File: src/rtl/fetch_stage.sv
// fetch_stage: IF stage and IF/ID pipeline register.
// Keeps one instruction-memory request outstanding at most. The register holds its contents
// while stalled and is flushed on a taken branch. A single-entry skid buffer parks a response
// that returns during a stall.
// Optional feature: define FETCH_PERF_EN to build the delivered-instruction and stall-cycle
// counters. Without it, both perf ports are tied to zero.
module fetch_stage #(
    parameter logic [31:0] RESET_PC  = 32'h0000_0000,
    parameter logic [31:0] NOP_INSTR = 32'h0000_0013
) (
    input  logic        clk,
    input  logic        reset,
    input  logic        stall_ip,
    input  logic        branch_taken_ip,
    input  logic [31:0] branch_target_ip,
    output logic        imem_req_op,
    output logic [31:0] imem_addr_op,
    input  logic        imem_gnt_ip,
    input  logic        imem_rvalid_ip,
    input  logic [31:0] imem_rdata_ip,
    output logic [31:0] ID_instr_op,
    output logic [31:0] ID_pc_op,
    output logic        ID_valid_op,
    output logic [6:0]  ID_instr_opcode_op,
    output logic [4:0]  ID_src1_addr_op,
    output logic [4:0]  ID_src2_addr_op,
    output logic [31:0] perf_fetch_cnt_op,
    output logic [31:0] perf_stall_cnt_op
);

    localparam logic [1:0] S_REQ   = 2'd0;
    localparam logic [1:0] S_WAIT  = 2'd1;
    localparam logic [1:0] S_HOLD  = 2'd2;
    localparam logic [1:0] S_DRAIN = 2'd3;

    logic [1:0]  state, state_nxt;
    logic [31:0] fetch_pc;
    logic [31:0] rsp_pc;
    logic [31:0] skid_instr;
    logic [31:0] skid_pc;
    logic [31:0] id_instr;
    logic [31:0] id_pc;
    logic        id_valid;

    logic        deliver;
    logic [31:0] deliver_instr;
    logic [31:0] deliver_pc;
    logic        accept;
    logic [31:0] redirect_pc;

    // The skid buffer needs no separate flag because it is full exactly while the FSM is in HOLD.
    assign accept      = (state == S_REQ) && imem_gnt_ip;
    assign redirect_pc = branch_target_ip & ~32'h3;

    assign imem_req_op  = (state == S_REQ);
    assign imem_addr_op = fetch_pc;

    assign ID_instr_op        = id_instr;
    assign ID_pc_op           = id_pc;
    assign ID_valid_op        = id_valid;
    assign ID_instr_opcode_op = id_instr[6:0];
    assign ID_src1_addr_op    = id_instr[19:15];
    assign ID_src2_addr_op    = id_instr[24:20];

    // Next-state and delivery decision; redirect overrides stall and normal transitions
    always_comb begin
        state_nxt     = state;
        deliver       = 1'b0;
        deliver_instr = imem_rdata_ip;
        deliver_pc    = rsp_pc;
        if (branch_taken_ip) begin
            case (state)
                S_REQ:   state_nxt = imem_gnt_ip    ? S_DRAIN : S_REQ;
                S_WAIT:  state_nxt = imem_rvalid_ip ? S_REQ   : S_DRAIN;
                S_HOLD:  state_nxt = S_REQ;
                default: state_nxt = imem_rvalid_ip ? S_REQ   : S_DRAIN;
            endcase
        end else begin
            case (state)
                S_REQ: begin
                    if (imem_gnt_ip) state_nxt = S_WAIT;
                end
                S_WAIT: begin
                    if (imem_rvalid_ip) begin
                        if (stall_ip) begin
                            state_nxt = S_HOLD;
                        end else begin
                            deliver   = 1'b1;
                            state_nxt = S_REQ;
                        end
                    end
                end
                S_HOLD: begin
                    if (!stall_ip) begin
                        deliver       = 1'b1;
                        deliver_instr = skid_instr;
                        deliver_pc    = skid_pc;
                        state_nxt     = S_REQ;
                    end
                end
                default: begin
                    if (imem_rvalid_ip) state_nxt = S_REQ;
                end
            endcase
        end
    end

    // Fetch PC, response tracking, skid buffer and IF/ID register
    always_ff @(posedge clk) begin
        if (reset) begin
            state      <= S_REQ;
            fetch_pc   <= RESET_PC;
            rsp_pc     <= '0;
            skid_instr <= NOP_INSTR;
            skid_pc    <= '0;
            id_instr   <= NOP_INSTR;
            id_pc      <= '0;
            id_valid   <= 1'b0;
        end else begin
            state <= state_nxt;

            if (branch_taken_ip) begin
                fetch_pc <= redirect_pc;
            end else if (accept) begin
                fetch_pc <= fetch_pc + 32'd4;
            end

            if (accept) begin
                rsp_pc <= fetch_pc;
            end

            if (!branch_taken_ip && (state == S_WAIT) && imem_rvalid_ip && stall_ip) begin
                skid_instr <= imem_rdata_ip;
                skid_pc    <= rsp_pc;
            end

            if (branch_taken_ip) begin
                id_instr <= NOP_INSTR;
                id_valid <= 1'b0;
            end else if (deliver) begin
                id_instr <= deliver_instr;
                id_pc    <= deliver_pc;
                id_valid <= 1'b1;
            end else if (!stall_ip) begin
                id_instr <= NOP_INSTR;
                id_valid <= 1'b0;
            end
        end
    end

`ifdef FETCH_PERF_EN
    logic [31:0] fetch_cnt;
    logic [31:0] stall_cnt;

    // Delivered-instruction and stall-cycle counters, both wrapping
    always_ff @(posedge clk) begin
        if (reset) begin
            fetch_cnt <= '0;
            stall_cnt <= '0;
        end else begin
            if (deliver)  fetch_cnt <= fetch_cnt + 32'd1;
            if (stall_ip) stall_cnt <= stall_cnt + 32'd1;
        end
    end

    assign perf_fetch_cnt_op = fetch_cnt;
    assign perf_stall_cnt_op = stall_cnt;
`else
    assign perf_fetch_cnt_op = '0;
    assign perf_stall_cnt_op = '0;
`endif

endmodule
File: config.mk
export PLATFORM = sky130hd
export DESIGN_NAME = fetch_stage
export DESIGN_NICKNAME = d
export VERILOG_FILES = /design/src/rtl/fetch_stage.sv
export SDC_FILE = /design/constraint.sdc
export NUM_CORES = 1
export LEC_CHECK = 0
export CORE_UTILIZATION = 30
export CTS_BUF_LIST = sky130_fd_sc_hd__clkbuf_8
export CTS_CLUSTER_SIZE = 28
export DETAILED_ROUTE_END_ITERATION = 8
export SLEW_MARGIN = 30
export SYNTH_ARGS = -nofsm -noshare
export SYNTH_HDL_FRONTEND = slang
export SYNTH_SLANG_ARGS = --single-unit
File: constraint.sdc
create_clock -name clk -period 6.4 [get_ports clk]
set_input_delay 0.96 -clock clk [delete_from_list [all_inputs] [get_ports clk]]
set_output_delay 0.96 -clock clk [all_outputs]
set_load 0.01 [all_outputs]
==> results_dict.tcl <==
set metrics [dict create \
    outcome "finished, final reports clean" \
    syn_area_sq_um 8580 \
    coreArea_sq_um 27900 \
    clkLatencyLatePin_ps 470 \
    drv_cap 0 \
    routed_wl_microns 23700 \
    hp-start "skid_pc[9]" \
    setup_viol 0 \
    dieHeight_microns 171 \
    cts_buffers 17 \
    die_area_sq_um 29300 \
    ys_warn_count 0 \
    min_to "skid_pc[9]" \
    synthesis.instances 1032 \
    critPathMaxStageDelay_ps 570 \
    path_delay_family "buffers and inverters" \
    tns_ps 0 \
    power.leakage_nw 3.80 \
    die_x_microns 171 \
    cts_resized 0 \
    cp.arrival_ps 3330 \
    route.detailed.drc 0 \
    cts-root-buf "clkbuf_8" \
    power.total_mw 2.29 \
    worstPathMaxFanout 38 \
    synthArstFlopShare_pct 0 \
    startpoint_type "input pin" \
    worstMarginPinSlew_ps 850 \
    cts_tree "done" \
    globalplace.congestion 0.795 \
    min_path_cells 2 \
    synth_area_per_cell_sq_um 8.31 \
    drv_slew 0 \
    path_cells "clkdlybuf4s50_1, buf_4, nand2b_4, buf_12, mux2_2, a22oi_1, nor2_1" \
    grt_pass1_wl_microns 36800 \
    fin_crit_ps 3010 \
    initial_core_util_pct 30.7 \
    hpwlAfterDp_microns 15900 \
    clk_pin_slew_ps 90 \
    grt_max_degree 108 \
    place_area_sq_um 10300 \
    drt_iter0_markers 645 \
    required_ps 6730 \
    fin_crit_sh_pct 47.0 \
    holdCritPathClass "reg -> reg" \
    finalInstanceArea_sq_um 10600 \
    synth_edf_count 0 \
    yosysSeqAreaShare_pct 43.6 \
    ir_worst_vdd_mv 0.112 \
    post_cts_buffers 0 \
    r2r-end "imem_addr_op[22]" \
    cts.sink_count 187 \
    ys_ff_latch 187 \
    reg2reg_depth 6 \
    rsz0062_at_grt "false" \
    clk_path_buf_depth 2 \
    synth_cell_types 53 \
    num_vias 7301 \
    grt_usage_pct 16.1 \
    end_kind "flop" \
    grt_overflow_total 0 \
    synthFlopType "dfxtp_1" \
    rows 61 \
    area_delta_synth_final_pct 23.9 \
    max_slew_margin_pct 43.3 \
    pin_count 249 \
    wire_per_inst_microns 15.4 \
    vias_per_cell 4.75 \
    path_class "in -> reg" \
    antenna_found_initial 2 \
    portBuffers 178 \
    reg2reg_from "state[1]" \
    crit_buf_inv 3 \
    final_layout_size_suffix_gt1_share_pct 7.51 \
    timing.fmax_mhz 333 \
    reg2reg_slack_ps 4140 \
    final_nets 1220 \
    ctsHoldBuffers 0 \
    cts.htree.levels 4 \
    hold_slack_ps 456 \
    power_density_nw_per_um2 215 \
    ant_nets 0 \
    hold_violations 0 \
    first_global_vias 6560 \
    firstDrtPassIters 5 \
    skew_ps 14.0 \
    slowest_stage "nand2b_4" \
]
-- power by group --
| part | switching [mW] | internal (mW) |
|---|---|---|
| clock | 0.440 | 0.304 |
| sequential | 0.0414 | 1.20 |
| combinational | 0.165 | 0.137 |
-- worst max path at each step --
stage | from | to | slack (ps) | cells after the start
floorplan | branch_taken_ip | imem_addr_op[30] | 4020 | 6
global placement | branch_taken_ip | imem_addr_op[30] | 2650 | 5
detailed placement | branch_taken_ip | imem_addr_op[30] | 2640 | 5
CTS | branch_taken_ip | imem_addr_op[30] | 3130 | 5
global route | stall_ip | ID_instr_op[25] | 3250 | 7
finish | stall_ip | ID_instr_op[22] | 3390 | 7
-- state kept, by name, summed over array words and instances, names as in the netlist --
name / cells
skid_instr: 32
ID_valid_op: 1
ID_pc_op: 30
skid_pc: 30
imem_addr_op: 30
rsp_pc: 30
state: 2
ID_instr_op: 32
-- tightest hold or removal path: stages (launching register included) --
cell and delay (ps):
dfxtp_1 320, nand2_1 50, a21oi_1 50
-- cell families (layout without fill, tap and decap cells) --
kind of cell               Yosys count  after routing  synth area share [%]
AOI/OAI and AO/OA                  211            211                  15.8
xor gates and xnor gates             8              8                 0.817
adders and majority gates            4              4                 0.583
buffers and inverters              174            234                  11.5
DFF                                187            187                  43.6
muxes                               64             64                  7.89
other                                1             69                0.0437
and+or+nand+nor                    383            383                  19.7
-- metrics by stage --
stage,utilization [%],cells,setup slack [ps]
floorplan,-,1099,4020
global placement,36.7,1504,2650
detailed placement,36.8,1505,2640
CTS,38.1,1537,3130
global route,38.1,1538,3250
finish,38.1,1538,3390
-- routing by layer --
layer  vias to the layer above  share of wire [%]  track usage (%)
li1                       3645                  -                -
met1                      3446                 47             21.7
met2                       189                 48             25.9
met3                        19                4.4             3.10
met4                         2                1.3             5.12
met5                         -              0.038                0
-- cell type report --
cell class | instances | area [sq um]
diodes | 1 | 2.50
clock buffers | 20 | 275
clock inverters | 12 | 87.6
fillers | 2877 | 17300
inverters | 12 | 45.0
multi-input cells | 738 | 4120
flip-flops and latches | 187 | 3740
well taps | 378 | 473
repair buffers | 190 | 1880
-- cell usage after synthesis, drive strengths merged, types with 9 or more instances --
cell,instances,area share (%)
a211oi,38,3.3
a21oi,94,5.5
a22oi,29,2.5
a311oi,11,1.1
buf,100,8.2
clkbuf,62,2.7
dfxtp,187,44
inv,11,0.48
mux2,29,3.8
mux2i,35,4.1
nand2,208,9.1
nand3,18,1.1
nand4,14,1.3
nor2,83,3.6
nor3,9,0.52
o21ai,11,0.64
or3,11,0.82
-- layout by cell type (no fill, tap or decap), types with 29 or more instances in the layout --
master / instances
a211oi_1: 38
a21oi_1: 94
a22oi_1: 29
clkdlybuf4s50_1: 176
conb_1: 68
dfxtp_1: 187
mux2_2: 29
mux2i_1: 35
nand2_1: 208
nor2_1: 83
(Power assumes the default switching activity.)
